### src/rtl/echo_indication_output.sv
// Transmit end of the echo pipe: packs heard/heard2 indication calls into 96-bit
// {arg1, arg0, tag} messages, queues them, and offers them on pipe_enq.
// Optional call/transfer tracing is compiled in when ECHO_IND_TRACE_EN is defined.
module echo_indication_output #(
   parameter int unsigned DEPTH      = 4,
   parameter logic [31:0] HEARD_TAG  = 32'd0,
   parameter logic [31:0] HEARD2_TAG = 32'd1
) (
   input  logic        CLK,
   input  logic        nRST,
   input  logic        indication_heard__ENA,
   input  logic [31:0] indication_heard_meth,
   input  logic [31:0] indication_heard_v,
   output logic        indication_heard__RDY,
   input  logic        indication_heard2__ENA,
   input  logic [15:0] indication_heard2_a,
   input  logic [15:0] indication_heard2_b,
   output logic        indication_heard2__RDY,
   output logic        pipe_enq__ENA,
   output logic [95:0] pipe_enq_v,
   input  logic        pipe_enq__RDY
);

   localparam int unsigned AW = $clog2(DEPTH);
   localparam logic [AW:0] DepthW = (AW+1)'(DEPTH);

   logic [95:0]   mem_q [DEPTH];
   logic [95:0]   mem_d [DEPTH];
   logic [AW-1:0] rptr_q, rptr_d;
   logic [AW-1:0] wptr_q, wptr_d;
   logic [AW:0]   count_q, count_d;

   logic          rdy;
   logic          heard_we, heard2_we, deq;
   logic [1:0]    wr_cnt;
   logic [95:0]   heard_msg, heard2_msg;

   // Two free slots are required so that both methods may fire together.
   assign rdy = nRST & ((DepthW - count_q) >= (AW+1)'(2));

   assign indication_heard__RDY  = rdy;
   assign indication_heard2__RDY = rdy;

   assign heard_we  = indication_heard__ENA & rdy;
   assign heard2_we = indication_heard2__ENA & rdy;
   assign wr_cnt    = {1'b0, heard_we} + {1'b0, heard2_we};

   assign heard_msg  = {indication_heard_v, indication_heard_meth, HEARD_TAG};
   assign heard2_msg = {16'd0, indication_heard2_b, 16'd0, indication_heard2_a, HEARD2_TAG};

   assign deq           = (count_q != '0) & pipe_enq__RDY;
   assign pipe_enq__ENA = deq;
   assign pipe_enq_v    = mem_q[rptr_q];

   always_comb begin
      mem_d = mem_q;
      if (heard_we) begin
         mem_d[wptr_q] = heard_msg;
      end
      // heard is always ordered ahead of heard2 in the same cycle.
      if (heard2_we) begin
         mem_d[heard_we ? wptr_q + AW'(1) : wptr_q] = heard2_msg;
      end
      wptr_d  = wptr_q + AW'(wr_cnt);
      rptr_d  = rptr_q + AW'(deq);
      count_d = count_q + (AW+1)'(wr_cnt) - (AW+1)'(deq);
   end

   always_ff @(posedge CLK or negedge nRST) begin
      if (!nRST) begin
         for (int i = 0; i < int'(DEPTH); i++) begin
            mem_q[i] <= '0;
         end
         rptr_q  <= '0;
         wptr_q  <= '0;
         count_q <= '0;
      end else begin
         mem_q   <= mem_d;
         rptr_q  <= rptr_d;
         wptr_q  <= wptr_d;
         count_q <= count_d;
      end
   end

`ifdef ECHO_IND_TRACE_EN
   always_ff @(posedge CLK) begin
      if (nRST) begin
         if (heard_we) begin
            $display("echo_indication_output::heard %h %h",
                     indication_heard_meth, indication_heard_v);
         end
         if (heard2_we) begin
            $display("echo_indication_output::heard2 %h %h",
                     indication_heard2_a, indication_heard2_b);
         end
         if (deq) begin
            $display("echo_indication_output::enq %h", pipe_enq_v);
         end
      end
   end
`else
`endif

endmodule

### config.mk
export PLATFORM = sky130hd
export DESIGN_NAME = echo_indication_output
export DESIGN_NICKNAME = d
export VERILOG_FILES = /design/src/rtl/echo_indication_output.sv
export SDC_FILE = /design/constraint.sdc
export NUM_CORES = 1
export LEC_CHECK = 0
export ABC_AREA = 1
export CORE_MARGIN = 2
export CORE_UTILIZATION = 39
export DETAILED_ROUTE_END_ITERATION = 16
export DONT_BUFFER_PORTS = 1
export PLACE_DENSITY_LB_ADDON = 0.08
export SLEW_MARGIN = 20
export SYNTH_ARGS = -nofsm -noshare
export SYNTH_HDL_FRONTEND = slang
export SYNTH_SLANG_ARGS = --single-unit
### constraint.sdc
create_clock -name CLK -period 3.3 [get_ports CLK]
set_clock_uncertainty 0.15 [all_clocks]
set_input_delay 0.99 -clock CLK [delete_from_list [all_inputs] [get_ports CLK]]
set_output_delay 0.99 -clock CLK [all_outputs]
set_load 0.005 [all_outputs]
== After elaboration in Yosys (flattened, before gate mapping) ==
Index checks and enable logic that the tools add are counted.
Widths: inputs -> output; s select.
Storage, ports and cells
  register bits: 391
  input port bits: 101
  output and inout port bits: 99
  word-level logic and storage cells: 42
Operators by class
  add/subtract/negate cells: 7
  order comparisons: 6
  muxes and demuxes: 12
  bitwise operators: 7
  reduce and logical (&&, ||, !) cells: 3
Operator list (number)
  $bwmux 384: 2
  $mux 384: 2
  $demux 96 s2: 2
  $mux 96: 4
  $bmux 96 s2: 1
  $ge 3x3->1 const B: 3
  $not 2->3: 3
  $lt 3x1->1 const B: 2
  $and 1x1->1: 4
  $add 3x2->3: 1
  $ge 3x2->1 const B: 1
  $reduce_bool 3->1: 1
  $sub 3x1->3: 1
  $sub 3x3->3 const A: 1
  $add 1x1->2: 1
  $add 2x1->2: 1
  $add 2x1->2 const B: 1
  $add 2x2->2: 1
  $logic_and 1x1->1: 2
  $mux 2: 1

== Depth between registers and ports, before layout ==
  depth in word-level cells: 12
  gate-level depth with buffers: 15
  mapped depth without buffers: 14

== Worst setup path before layout ==
No wires, ideal clock.
  path type: register to register
  from: register count_q[0]
  to: register count_q[2]
  library setup time: 0.129 ns
  arrival time: 2.913 ns
  data required time: 3.021 ns
  path slack: 0.108 ns
  stages on the path, launching flop included: 16
  buffers on the path: 1
  clock period less this slack: 3.192 ns
  path through: dfrtp_1 -> inv_1 -> ha_1 -> ha_1 -> nand3_2 -> nand2_1 -> nor2_4 -> clkbuf_1 -> ha_1 -> inv_1 -> ha_1 -> inv_1 -> ha_1 -> fa_1 -> xnor2_1 -> xor2_1
Between the ends
  word-level cells in the longest chain between the ends: 7
  elaborated cells on any way between the ends: 10
  those cells by class: add/sub: 4; order compare: 1; bitwise: 4; reduce/logical: 1
Ends and longest elaborated chain
  from (decl): RTL line 31  | logic [AW:0] count_q, count_d;
  from (signal assigned): RTL line 81  | count_q <= count_d;
  $sub 3x3->3: RTL line 39  | assign rdy = nRST & ((DepthW - count_q) >= (AW+1)'(2));
  $ge 3x2->1: RTL line 39
  $and 1x1->1: RTL line 39
  $and 1x1->1, on equally long branches: RTL line 44, 45
  $add 1x1->2: RTL line 46  | assign wr_cnt = {1'b0, heard_we} + {1'b0, heard2_we};
  $add 3x2->3: RTL line 66  | count_d = count_q + (AW+1)'(wr_cnt) - (AW+1)'(deq);
  $sub 3x1->3 (*): RTL line 66
  via count_d[2]: RTL line 31
The timed path passes the listed nets; every way through them passes the cells marked *.

== Final worst setup path ==
  from: input port nRST
  to: register count_q[2]
Between the ends
  word-level cells in the longest chain between the ends: 5
  elaborated cells on any way between the ends: 6
  those cells by class: add/sub: 3; bitwise: 3
Ends and longest elaborated chain
  from (decl): RTL line 10  | input logic nRST,
  $and 1x1->1 (*): RTL line 39
  $and 1x1->1, on equally long branches: RTL line 44, 45
  $add 1x1->2 (*): RTL line 46
  $add 3x2->3 (*): RTL line 66
  $sub 3x1->3 (*): RTL line 66
  via count_d[2]: RTL line 31
Marks and branches as above.

==> results.sh <==
export IMPL_grt_overflow_total=0
export IMPL_numCtsBuffers=46
export IMPL_timing_max_slew_rel_slack=-0.0934
export IMPL_rr_endpoint="count_q[2]$_DFF_PN0_"
export IMPL_netlist_cell_type_count=24
export IMPL_gp_congestion=0.788
export IMPL_worst_setup_path_end_kind="flip-flop"
export IMPL_drive_above_1_share=0.0709
export IMPL_layout_cells_non_filler=3224
export IMPL_violations="negative hold slack, max-slew violations, negative setup slack"
export IMPL_final_hold_worst_slack_ns=-0.0514
export IMPL_worstReg2RegStart="count_q[0]$_DFF_PN0_"
export IMPL_clock_tree_root_cell="clkbuf_16"
export IMPL_design_power_total_uw=22100
export IMPL_tritoncts="built"
export IMPL_rows=82
export IMPL_synth_seq_area_share=0.496
export IMPL_min_path_type="in2async"
export IMPL_track_usage=0.251
export IMPL_postSynthCellCount=2603
export IMPL_outcome="finished, violations left"
export IMPL_clock_latency_ns=0.59
export IMPL_yosys_warnings=0
export IMPL_finalCritPeriodShare=1.11
export IMPL_place_port_buffers=0
export IMPL_tightest_slew_ns=1.64
export IMPL_synth_top_area_share=0.496
export IMPL_report_final_slew_viol_count=101
export IMPL_vias=17300
export IMPL_dpl_hpwl_mm=34.8
export IMPL_crit_path_end="count_q[2]$_DFF_PN0_"
export IMPL_post_synth_main_area_contributors="dfrtp_1 50%, nand2_1 17%, o21ai_0 8.0%"
export IMPL_n_fill_cell=5224
export IMPL_synth_seq_cells=391
export IMPL_dp_cells=3129
export IMPL_post_place_ws_ns=0.0769
export IMPL_tns_ns=-1.20
export IMPL_maxCapViolations=0
export IMPL_cts_sinks=391
export IMPL_finish_net_count=2629
export IMPL_drt_pass1_iter_count=5
export IMPL_grt_pass1_wl_mm=103
export IMPL_floorplan_initialDensity=0.394
export IMPL_setup_viol=23
export IMPL_source_of_the_critical_timing_path="nRST"
export IMPL_io_pin_count=200
export IMPL_mappedNetlistNets=2718
export IMPL_cts_path_max_buffers=3
export IMPL_final_critical_path_setup_slack_ns=-0.358
export IMPL_timing_critical_path_arrival_ns=4.02
export IMPL_critPathRequiredTime_ns=3.66
export IMPL_area_added_between_synthesis_and_finish_pct=13.1
export IMPL_worst_ir_drop_vdd_mv=0.499
export IMPL_synth_top_cell_by_area="dfrtp_1"
export IMPL_mean_post_synth_cell_area_sq_um=7.58
export IMPL_p_leak_uw=0.0111
export IMPL_reg2reg_slack_ns=0.17
export IMPL_largest_stage_delay_worst_path_ns=0.52
export IMPL_largest_net_degree_at_the_start_of_global_routing=398
export IMPL_drc=0
export IMPL_crit_slowest_cell="nand2_2"
export IMPL_h_tree_level_count=2
export IMPL_route_detailed_vias_per_inst=5.36
export IMPL_r2r_worst_path_cells=14
export IMPL_drt_wirelength_per_cell_um=20.5
export IMPL_antenna_violations_before_repair=0
export IMPL_timing_fmax_mhz=273
export IMPL_critPathLaunchType="input pin"
export IMPL_finalHoldViolCount=27
export IMPL_clk_transition_reported_paths_ns=0.06
export IMPL_setup_repair_after_global_routing_missed_its_margin="yes"
export IMPL_crit_chain="nand2_2 > nor2_4 > ha_1 > inv_1 > ha_1 > inv_1 > ha_1 > fa_1 > xnor2_1 > xor2_1"
export IMPL_antenna_cells_inserted=0
export IMPL_area_of_the_core_sq_um=50100
export IMPL_postRouteWirelength_mm=66.0
export IMPL_detailedRoute_firstIterationViolations=1417
export IMPL_timing_critical_path_fanout_max=397
export IMPL_die_height_um=229
export IMPL_via_count_of_the_first_global_routing_pass=17100
export IMPL_cp_common_cell="ha_1"
export IMPL_fp_dieW_um=229
export IMPL_antenna_left=0
export IMPL_fin_crit_ns=3.66
export IMPL_die_area_sq_um=52400
export IMPL_timing_worst_setup_path_type="in2reg"
export IMPL_synth_cell_area_sq_um=19700
export IMPL_power_density_nw_per_um2=990
[through the flow]
step                      instance area [sq um]  utilization
after floorplan                           19700            -
after global placement                    20500        0.410
after detailed placement                  20500        0.410
after CTS                                 22100        0.442
after global routing                      22300        0.446
final                                     22300        0.446
[worst min-delay path by stage]
stage | from | end | slack [ns]
floorplan | mem_q[192]$_DFF_PN0_ | mem_q[192]$_DFF_PN0_ | 0.29
global placement | mem_q[192]$_DFF_PN0_ | mem_q[192]$_DFF_PN0_ | 0.31
detailed placement | mem_q[192]$_DFF_PN0_ | mem_q[192]$_DFF_PN0_ | 0.31
CTS | nRST | mem_q[60]$_DFF_PN0_ | -0.08
global route | nRST | mem_q[254]$_DFF_PN0_ | -0.09
finish | nRST | mem_q[60]$_DFF_PN0_ | -0.05
[metal layers]
layer,vias to the layer above,share of wire,GRT usage
li1,8249,-,-
met1,8334,0.44,0.334
met2,569,0.46,0.412
met3,118,0.069,0.0559
met4,0,0.026,0.0682
met5,-,0,0
[cell families after synthesis]
group | share of synthesized area
AOI/OAI and AO/OA | 0.110
xor gates and xnor gates | 0.00222
adders and majority gates | 0.00926
buffers and inverters | 0.0598
DFF | 0.496
and+or+nand+nor | 0.322
[critical path, delay by kind of cell]
family                   cells  cell delay, ns
adder cells (fa/ha/maj)      4            1.22
AND/OR/NAND/NOR              2            0.57
XOR/XNOR                     2            0.36
buffers and inverters        2            0.09
[cell usage in the layout, fill, tap and decap left out, types with 5 or more instances in the layout]
master       n
clkinv_2    10
nor2_1     322
nand2_1    914
buf_12      23
dfrtp_1    389
o22ai_1     86
buf_4       37
ha_1        12
inv_1       57
o22ai_2     10
clkbuf_16   50
nand3_4      5
clkbuf_1    15
and2_1     123
o21ai_0    315
clkbuf_8    11
nand4_1    132
buf_16       5
nand2_2      5
[synthesized netlist by cell type]
library cell / count
nand3_4: 1
nand2_2: 4
ha_1: 13
nand3_2: 2
nand4_1: 132
nor2_1: 325
dfrtp_1: 391
o22ai_1: 96
nor2_2: 1
fa_1: 1
xnor2_1: 2
inv_2: 4
nand2_1: 919
clkbuf_1: 87
clkbuf_2: 2
xor2_1: 3
nand3_1: 3
buf_2: 104
o21ai_0: 315
nor2_4: 1
inv_1: 59
buf_1: 7
and2_1: 123
buf_4: 8
[cell type report]
class | instances | area (sq um) | area share
clock buffer | 73 | 1380 | 0.0620
multi-input combinational | 1941 | 8930 | 0.400
tap | 672 | 841 | 0.0377
clock inverter | 13 | 109 | 0.00488
inverter | 63 | 258 | 0.0115
timing repair buffer | 71 | 1010 | 0.0451
sequential | 391 | 9790 | 0.439
[power by group]
| group | internal [uW] | switching [uW] | total, uW |
|---|---|---|---|
| Clock | 2960 | 2110 | 5080 |
| Combinational | 3440 | 6610 | 10100 |
| Sequential | 6220 | 741 | 6960 |
[state kept, by name, summed over array words and instances, names as in the netlist]
register  cells
count_q       3
wptr_q        2
rptr_q        2
mem_q       384
[what timing repair did]
item	CTS	global route
buffers inserted	3	2
setup endpoints to repair	96	30
gates cloned	1	3
pin swaps	0	1
endpoints found under the hold margin	391	171
gates resized for setup	14	12
(Power assumes the default switching activity.)
